### config.mk
export PLATFORM = sky130hd
export DESIGN_NAME = muldiv_unit
export DESIGN_NICKNAME = d
export VERILOG_FILES = /design/src/rtl/muldiv_unit.sv
export SDC_FILE = /design/constraint.sdc
export NUM_CORES = 1
export LEC_CHECK = 0
export ABC_AREA = 1
export BUFFER_PORTS_ARGS = -buffer_cell sky130_fd_sc_hd__buf_2
export CORE_UTILIZATION = 30
export CTS_CLUSTER_SIZE = 8
export DETAILED_ROUTE_END_ITERATION = 7
export HOLD_SLACK_MARGIN = 0.02
export PLACE_DENSITY_LB_ADDON = 0.2
export SKIP_CTS_REPAIR_TIMING = 1
export SLEW_MARGIN = 5
export SYNTH_ARGS = -nofsm -noshare
export SYNTH_HDL_FRONTEND = slang
export SYNTH_SLANG_ARGS = --single-unit
### constraint.sdc
create_clock -name clk -period 4.45 [get_ports clk]
set_clock_uncertainty 0.1 [all_clocks]
set_input_delay 0.2225 -clock clk [delete_from_list [all_inputs] [get_ports clk]]
set_output_delay 0.2225 -clock clk [all_outputs]
set_load 0.005 [all_outputs]
### src/rtl/muldiv_unit.sv
// ============================================================================
// Module   : muldiv_unit
// Purpose  : Iterative RV32M multiply/divide unit for the execute stage.
//            A radix-2 shift-add multiplier and a restoring divider share
//            one 2*DATA_WIDTH accumulator and take one bit per cycle.
// Ports    : clk       - rising-edge clock
//            reset     - asynchronous active-low reset
//            start     - request, sampled only in IDLE
//            flush     - abort any operation, back to IDLE next edge
//            Operation - 000 MUL .. 111 REMU (RV32M funct3 order)
//            SrcA/SrcB - rs1 / rs2 operands
//            busy      - high in CALC and FINISH
//            done      - one-cycle pulse, Result valid in that cycle
//            Result    - result, held until the next accepted start
// Options  : `define MULDIV_ZERO_SKIP_EN to finish multiplies with a zero
//            operand in one cycle instead of DATA_WIDTH+1.
// Revision : 1.0 - initial release
// ============================================================================
`default_nettype none

module muldiv_unit #(
  parameter int DATA_WIDTH = 32
) (
  input  logic                  clk,
  input  logic                  reset,
  input  logic                  start,
  input  logic                  flush,
  input  logic [2:0]            Operation,
  input  logic [DATA_WIDTH-1:0] SrcA,
  input  logic [DATA_WIDTH-1:0] SrcB,
  output logic                  busy,
  output logic                  done,
  output logic [DATA_WIDTH-1:0] Result
);

  localparam int          c_CW     = $clog2(DATA_WIDTH);
  localparam logic [1:0]  c_IDLE   = 2'd0;
  localparam logic [1:0]  c_CALC   = 2'd1;
  localparam logic [1:0]  c_FINISH = 2'd2;

  localparam logic [2:0]  c_MUL    = 3'b000;
  localparam logic [2:0]  c_MULH   = 3'b001;
  localparam logic [2:0]  c_MULHSU = 3'b010;
  localparam logic [2:0]  c_DIV    = 3'b100;
  localparam logic [2:0]  c_REM    = 3'b110;

  localparam logic [DATA_WIDTH-1:0] c_MIN_NEG = {1'b1, {(DATA_WIDTH-1){1'b0}}};

  logic [1:0]              r_state, w_next;
  logic [2:0]              r_op;
  logic [DATA_WIDTH-1:0]   r_a, r_b, r_result;
  logic [2*DATA_WIDTH-1:0] r_acc;
  logic [c_CW-1:0]         r_cnt;
  logic                    r_neg, r_neg_rem, r_special;

  // ---------------- operand decode / special cases ----------------
  logic                  w_a_signed, w_b_signed, w_sign_a, w_sign_b;
  logic [DATA_WIDTH-1:0] w_mag_a, w_mag_b;
  logic                  w_div0, w_ovf, w_mul_zero, w_special, w_accept;
  logic [DATA_WIDTH-1:0] w_spec_val;

  assign w_a_signed = (Operation == c_DIV) || (Operation == c_REM) ||
                      (Operation == c_MULH) || (Operation == c_MULHSU);
  assign w_b_signed = (Operation == c_DIV) || (Operation == c_REM) ||
                      (Operation == c_MULH);
  assign w_sign_a   = w_a_signed & SrcA[DATA_WIDTH-1];
  assign w_sign_b   = w_b_signed & SrcB[DATA_WIDTH-1];
  assign w_mag_a    = w_sign_a ? -SrcA : SrcA;
  assign w_mag_b    = w_sign_b ? -SrcB : SrcB;

  assign w_div0 = Operation[2] && (SrcB == '0);
  // Only the signed divide ops (DIV, REM) have bit 0 clear.
  assign w_ovf  = Operation[2] && !Operation[0] &&
                  (SrcA == c_MIN_NEG) && (SrcB == '1);

`ifdef MULDIV_ZERO_SKIP_EN
  assign w_mul_zero = !Operation[2] && ((SrcA == '0) || (SrcB == '0));
`else
  assign w_mul_zero = 1'b0;
`endif

  assign w_special = w_div0 | w_ovf | w_mul_zero;

  // Operation[1] separates REM/REMU from DIV/DIVU among the divide ops.
  always_comb begin
    w_spec_val = '0;
    if (w_div0)     w_spec_val = Operation[1] ? SrcA : '1;
    else if (w_ovf) w_spec_val = Operation[1] ? '0 : c_MIN_NEG;
  end

  assign w_accept = (r_state == c_IDLE) && start && !flush;

  // ---------------- one iteration of the shared datapath ----------------
  logic [DATA_WIDTH-1:0]   w_hi, w_lo;
  logic [DATA_WIDTH:0]     w_mul_sum, w_shift, w_trial;
  logic [c_CW-1:0]         w_bitidx;
  logic                    w_ge;
  logic [2*DATA_WIDTH-1:0] w_mul_next, w_div_next;

  assign w_hi = r_acc[2*DATA_WIDTH-1:DATA_WIDTH];
  assign w_lo = r_acc[DATA_WIDTH-1:0];

  // Multiplier bits are taken LSB first from r_b; the carry of the add
  // becomes the new accumulator MSB after the right shift.
  assign w_mul_sum  = {1'b0, w_hi} + (r_b[r_cnt] ? {1'b0, r_a} : '0);
  assign w_mul_next = {w_mul_sum, w_lo[DATA_WIDTH-1:1]};

  // Dividend bits are fed MSB first into the remainder; the remainder is
  // widened by one bit so the trial subtract sign is exact.
  assign w_bitidx   = c_CW'(DATA_WIDTH-1) - r_cnt;
  assign w_shift    = {w_hi, r_a[w_bitidx]};
  assign w_trial    = w_shift - {1'b0, r_b};
  assign w_ge       = !w_trial[DATA_WIDTH];
  assign w_div_next = {(w_ge ? w_trial[DATA_WIDTH-1:0] : w_shift[DATA_WIDTH-1:0]),
                       w_lo[DATA_WIDTH-2:0], w_ge};

  // ---------------- sign correction and result select ----------------
  logic [2*DATA_WIDTH-1:0] w_prod;
  logic [DATA_WIDTH-1:0]   w_quot, w_rem, w_final, w_result;

  assign w_prod = r_neg ? -r_acc : r_acc;
  assign w_quot = r_neg ? -w_lo : w_lo;
  assign w_rem  = r_neg_rem ? -w_hi : w_hi;

  always_comb begin
    w_final = '0;
    case (r_op)
      c_MUL:   w_final = w_prod[DATA_WIDTH-1:0];
      3'b001,
      3'b010,
      3'b011:  w_final = w_prod[2*DATA_WIDTH-1:DATA_WIDTH];
      3'b100,
      3'b101:  w_final = w_quot;
      default: w_final = w_rem;
    endcase
  end

  // The corrected value is presented directly in the FINISH cycle so done
  // and Result coincide; special cases were already written to r_result.
  assign w_result = ((r_state == c_FINISH) && !r_special && !flush) ? w_final : r_result;
  assign Result   = w_result;

  // ---------------- FSM: state register ----------------
  always_ff @(posedge clk or negedge reset) begin
    if (!reset) r_state <= c_IDLE;
    else        r_state <= w_next;
  end

  // ---------------- FSM: next state ----------------
  always_comb begin
    w_next = r_state;
    case (r_state)
      c_IDLE: begin
        if (start && !flush) w_next = w_special ? c_FINISH : c_CALC;
      end
      c_CALC: begin
        if (flush)                                   w_next = c_IDLE;
        else if (r_cnt == c_CW'(DATA_WIDTH-1))       w_next = c_FINISH;
      end
      default: w_next = c_IDLE;
    endcase
  end

  // ---------------- FSM: outputs ----------------
  always_comb begin
    busy = (r_state != c_IDLE);
    done = (r_state == c_FINISH) && !flush;
  end

  // ---------------- datapath registers ----------------
  always_ff @(posedge clk or negedge reset) begin
    if (!reset) begin
      r_op      <= '0;
      r_a       <= '0;
      r_b       <= '0;
      r_acc     <= '0;
      r_cnt     <= '0;
      r_neg     <= 1'b0;
      r_neg_rem <= 1'b0;
      r_special <= 1'b0;
      r_result  <= '0;
    end else if (w_accept) begin
      r_op      <= Operation;
      r_a       <= w_mag_a;
      r_b       <= w_mag_b;
      r_acc     <= '0;
      r_cnt     <= '0;
      r_neg     <= w_sign_a ^ w_sign_b;
      r_neg_rem <= w_sign_a;
      r_special <= w_special;
      if (w_special) r_result <= w_spec_val;
    end else if (r_state == c_CALC && !flush) begin
      r_acc <= r_op[2] ? w_div_next : w_mul_next;
      r_cnt <= r_cnt + 1'b1;
    end else if (r_state == c_FINISH && !flush) begin
      r_result <= w_result;
    end
  end

endmodule

`default_nettype wire

Word level (Yosys, flattened, before mapping)
Index checks and enable logic that the tools add are counted.
- word-level logic and storage cells: 102
- output and inout port bits: 34
- bits in registers: 173
- input port bits: 71
- $lt $le $gt $ge: 2
- reduce and logical (&&, ||, !) cells: 28
- equal/unequal tests: 18
- mux-type cells: 31
- bitwise logic cells: 4
- add/sub/neg operators: 9
- operators with widths (cell ; count):
    $mux W32 ; 15
    $mux W64 ; 4
    $neg A32 Y32 ; 4
    $pmux W32 S3 ; 1
    $eq A32 B32 Y1 const B ; 2
    $neg A64 Y64 ; 1
    $add A32 B32 Y33 ; 1
    $sub A33 B32 Y33 ; 1
    $logic_not A32 Y1 ; 1
    $eq A3 B3 Y1 const B ; 4
    $lt A5 B6 Y1 const B ; 2
    $logic_and A1 B1 Y1 ; 11
    $bmux W1 S5 ; 2
    $mux W5 ; 2
    $eq A3 B2 Y1 const B ; 3
    $mux W2 ; 4
    $eq A3 B1 Y1 const B ; 2
    $reduce_bool A2 Y1 ; 3
    $add A5 B1 Y5 const B ; 1
    $eq A5 B5 Y1 const B ; 1
    $sub A5 B5 Y5 const A ; 1
    $logic_not A1 Y1 ; 4
    $ne A2 B2 Y1 const B ; 2
    $pmux W2 S2 ; 1
    15 further kinds ; 19

Depth between registers and ports, before layout
- depth in word-level cells: 8
- depth in mapped cells: 30
- depth with buffers taken out: 27

Worst setup path after synthesis
No wires, ideal clock.
- kind: register to register
- start: reg r_cnt[0]
- end: reg r_acc[52]
- clock period less this slack: 3272 ps
- arrival time: 3056 ps
- slack: 1178 ps
- buffers on the path: 2
- data required time: 4234 ps
- cell stages (with the launch flop): 25
- library setup time: 116 ps
- cells stage by stage: dfrtp_1 inv_1 buf_2 a21oi_1 o21ai_0 nand3_1 nand3_1 nand3_1 o21ai_1 clkbuf_1 nor2_1 ha_1 nand2_1 o21ai_0 nand2_1 nand2_1 nand3_1 nand2_1 nand2_1 nand2_1 nor2_1 o21ai_0 inv_1 nand2_1 nand2_1
- word-level cells in the longest chain between the ends: 8
- elaborated cells between the ends (all ways): 12
- classes of those cells: 3 x add/sub; 9 x mux
- RTL lines (element ; line ; RTL):
    start, declared ; 53 ; logic [c_CW-1:0] r_cnt;
    start signal, assigned ; 194 ; r_cnt <= r_cnt + 1'b1;
    $sub A5 B5 Y5 ; 110 ; assign w_bitidx = c_CW'(DATA_WIDTH-1) - r_cnt;
    $bmux W1 S5 ; 111 ; assign w_shift = {w_hi, r_a[w_bitidx]};
    $mux W1 (not written as such) ; 111 ;
    $sub A33 B32 Y33 ; 112 ; assign w_trial = w_shift - {1'b0, r_b};
    $mux W32 ; 114 ; assign w_div_next = {(w_ge ? w_trial[DATA_WIDTH-1:0] : w_shift[DATA_WIDTH-1:0]),
    $mux W64 * ; 193 ; r_acc <= r_op[2] ? w_div_next : w_mul_next;
    $mux W64 * ; 192 ; end else if (r_state == c_CALC && !flush) begin
    $mux W64 * ; 182 ; end else if (w_accept) begin
    end signal, assigned ; 193 ;
    end, declared ; 52 ; logic [2*DATA_WIDTH-1:0] r_acc;
Mark *: on every way between the ends. The rest lies on a longest branch, timed or not. The select of a mux whose other input is x is not followed.
A chain may end at the register's enable or synchronous reset.

Worst setup path after layout
- start: reg r_cnt[0]
- end: reg r_acc[61]
Same word-level chain as after synthesis.

==> reports/summary.md <==
* **combined area of the multi-input logic cells** 12700 um^2
* **dpl hpwl** 64.9 mm
* **Reg area** 4330 um^2
* **Warnings, synthesis** 0
* **count of maximum capacitance violations** 0
* **final antenna-violating net count** 0
* **top cell types by occurrence after synthesis** 1071 x sky130_fd_sc_hd__nand2_1, 391 x sky130_fd_sc_hd__inv_1, 377 x sky130_fd_sc_hd__nor2_1
* **sw power** 8.91 mW
* **minimum setup slack after placement** 0.459 ns
* **register-to-register setup slack** 0.48 ns
* **total number of H-tree levels** 4
* **cell with the most instances after synthesis** sky130_fd_sc_hd__nand2_1
* **worst-path maximum fanout** 33
* **clk buf depth** 2
* **total CTS buffers** 17
* **cell taking the most area after synthesis** sky130_fd_sc_hd__dfrtp_1
* **maximum number of pins on one net before global-route repair** 82
* **average detailed-routed wire length per instance** 19.5 um
* **highest ir drop seen on vdd** 324 uV
* **share of total power in sequential cells** 21.8%
* **number of DRC markers in iteration 0** 1990
* **root buffer cell** sky130_fd_sc_hd__clkbuf_16
* **Comb pwr share** 67.4%
* **Vias/cell** 5.19
* **filler cell count** 7299
* **crit share post-route** 89.2%
* **effective utilization at floorplan** 30.3%
* **routed wire length** 82.7 mm
* **area share of the largest cell type after synthesis** 22.7%
* **dominant synthesized flop cell** sky130_fd_sc_hd__dfrtp_1
* **Setup violations, final** 0
* **worst r2r src** r_cnt[0]
* **Final #Nets** 3513
* **count of buffers inserted at the top-level ports** 104
* **placed inst area** 20400 um^2
* **Sinks on Clock Net** 173
* **overall die height** 254 um
* **achievable clock frequency** 252 MHz
* **DRC violation count after routing** 0
* **proportion of register bits with asynchronous set or reset after synthesis** 100%
* **source of the worst hold timing path** SrcB[18]
* **Internal** 6.07 mW
* **final hold slack** -0.00818 ns
* **total global-route track usage** 25.5%
* **number of cells produced by synthesis** 3321
* **initial antenna violation count** 0
* **clock tree from TritonCTS** done
* **synthesized area** 19100 um^2
* **Final Max Tran Viols** 0
* **violated checks** negative hold slack
* **Crit Path Category** flop to flop
* **horizontal die dimension** 254 um
* **total number of vias** 21900
* **total congestion overflow after global routing** 0
* **transition time at the pin with the least slew margin** 1.10 ns
* **area delta synth->final** 11.0%
* **area inside the core boundary** 63000 um^2
* **cell types occupying the most area after synthesis** sky130_fd_sc_hd__dfrtp_1 23%, sky130_fd_sc_hd__nand2_1 21%, sky130_fd_sc_hd__inv_1 7.7%, sky130_fd_sc_hd__nand3_1 7.6%, sky130_fd_sc_hd__nor2_1 7.4%
* **fraction of final layout cells sized beyond drive strength 1** 7.84%
* **leakage power** 11.0 nW
* **Avg Inst Size Synth** 5.75 um^2
* **result of the run** finished with violations
* **data required time of the critical path** 4.74 ns
* **die area** 64600 um^2
* **final setup slack of the worst path** 0.480 ns
* **Pwr per Cell Area** 707 nW/um^2
* **critical path arrival** 4.26 ns
* **sw frac** 59.5%
* **Worst-path clk slew** 0.07 ns
* **number of enable flip-flop cells after synthesis** 0
* **synthesis-stage register bit count** 173
* **RSZ-0062 raised after global routing** no
* **sequential cell area fraction in the yosys report** 22.7%
* **setup_tns** 0 ns
* **number of unique standard cell types used by synthesis** 49
* **clock latency at the later pin of the worst-skew pair** 0.50 ns
* **critical path launch point** r_cnt[0]
* **class of the tightest hold or removal check** input port to flop
* **normalized max-slew margin** 26.4%
* **Critical Path Source Type** flop
* **global placer's final weighted congestion** 1.02
* **Mapped Nets** 3465
* **number of global-route vias before repair** 20000
* **final hold viol count** 1
* **number of cell rows** 92
* **fraction of power consumed by the clock network** 10.8%
* **first-pass GRT wire length** 124 mm
* **top-level I/O count** 105
* **final critical-path required period** 3.97 ns
* **Final Instance Area** 21200 um^2
* **final core area utilization** 33.7%
* **number of detailed-route iterations in the first pass** 6
* **kind of end point of the critical path** flop
==> layout make-up <==
cell class	count	area share, %
Multi-Input combinational cell	2621	60.0
Sequential cell	173	20.5
Inverter	405	7.18
Tap cell	846	5.00
Timing Repair Buffer	151	4.48
Clock buffer	17	2.01
Clock inverter	15	0.850
Antenna cell	1	0.0118
==> state kept, by name (all words and copies together), names as in the netlist, 2 cells and up <==
name	cells
r_acc	64
r_a	32
r_b	32
r_result	32
r_cnt	5
r_op	3
r_state	2
==> path summary, 6_finish.rpt <==
check,cells past startpoint,end
max in group asynchronous,3,r_acc[53]
max,27,r_acc[61]
max reg2reg,27,r_acc[61]
min,3,r_b[18]
min reg2reg,2,r_result[8]
min in group asynchronous,2,r_acc[17]
==> worst max-delay path: stages (launching register included) <==
cell and delay [ns]:
sky130_fd_sc_hd__dfrtp_1 0.38, sky130_fd_sc_hd__inv_1 0.30, sky130_fd_sc_hd__buf_4 0.27, sky130_fd_sc_hd__a21oi_1 0.07, sky130_fd_sc_hd__o21ai_0 0.09, sky130_fd_sc_hd__nand3_1 0.09
sky130_fd_sc_hd__nand3_1 0.09, sky130_fd_sc_hd__nand4_1 0.12, sky130_fd_sc_hd__nand2_1 0.09, sky130_fd_sc_hd__ha_1 0.13, sky130_fd_sc_hd__inv_1 0.12, sky130_fd_sc_hd__fa_1 0.41
sky130_fd_sc_hd__nand2_1 0.07, sky130_fd_sc_hd__inv_1 0.05, sky130_fd_sc_hd__nand2_1 0.05, sky130_fd_sc_hd__nand2_1 0.09, sky130_fd_sc_hd__nand2_1 0.08, sky130_fd_sc_hd__nand3_2 0.10
sky130_fd_sc_hd__nand2_1 0.10, sky130_fd_sc_hd__nand2_2 0.09, sky130_fd_sc_hd__nand2_2 0.12, sky130_fd_sc_hd__nand3_1 0.22, sky130_fd_sc_hd__nand2_8 0.28, sky130_fd_sc_hd__nand2_1 0.10
sky130_fd_sc_hd__nand2_1 0.06, sky130_fd_sc_hd__nand2_1 0.04, sky130_fd_sc_hd__nand2_1 0.09, sky130_fd_sc_hd__nand2_1 0.05
==> power groups by stage <==
stage                     Sequential (mW)  Combinational [mW]  Clock (mW)
final                                3.27                10.1        1.61
after global routing                 3.30                11.2        1.70
after CTS                            3.22                9.91        1.65
after detailed placement             3.25                9.87           0
after global placement               3.25                9.93           0
after floorplan                      2.55                7.13           0
==> cells in the final DEF (no fill, tap or decap), drive strengths merged <==
| cell | n |
|---|---|
| nand2 | 1089 |
| inv | 407 |
| nor2 | 399 |
| o21ai | 296 |
| nand3 | 294 |
| a21oi | 192 |
| dfrtp | 173 |
| buf | 138 |
| ha | 71 |
| xor2 | 60 |
| nand4 | 47 |
| o22ai | 37 |
| nor3 | 28 |
| xnor2 | 21 |
| nand3b | 18 |
| clkbuf | 18 |
| or2 | 15 |
| dlygate4sd3 | 12 |
| clkinv | 11 |
| a31oi | 10 |
| nor4 | 9 |
| o21bai | 8 |
| o211ai | 7 |
| o21a | 7 |
| a21o | 3 |
| and2 | 2 |
| o31ai | 2 |
| fa | 2 |
| diode | 1 |
| a221oi | 1 |
| nor3b | 1 |
| o32ai | 1 |
| a21boi | 1 |
| clkinvlp | 1 |
| bufinv | 1 |
==> cells by family (layout without fill, tap and decap cells) <==
| family | Yosys count | in the layout | synth area share, % |
|---|---|---|---|
| simple gates | 1902 | 1902 | 41.9 |
| compound gates | 565 | 565 | 15.9 |
| buf+inv | 527 | 588 | 10.9 |
| flops | 173 | 173 | 22.7 |
| xor+xnor | 81 | 81 | 3.72 |
| fa+ha+maj | 73 | 73 | 4.86 |
| other cells | 0 | 1 | 0 |
==> through the flow <==
step	hold slack, ns	instances	power [mW]
5_1_grt	0.0228	4228	16.2
3_3_place_gp	0.177	4184	13.2
6_report	-0.00818	4229	15.0
2_1_floorplan	-0.173	3321	9.68
4_1_cts	-0.372	4216	14.8
3_5_place_dp	0.183	4184	13.1
==> metal layers <==
| layer | up-vias | part of all wire (%) | global-route usage [%] |
|---|---|---|---|
| li1 | 10800 | - | - |
| met4 | 0 | 2.6 | 7.93 |
| met3 | 95 | 7.2 | 3.72 |
| met1 | 10200 | 46 | 36.3 |
| met2 | 844 | 44 | 39.4 |
| met5 | - | 0 | 0 |
No activity file was read; power rests on OpenSTA's default activity.
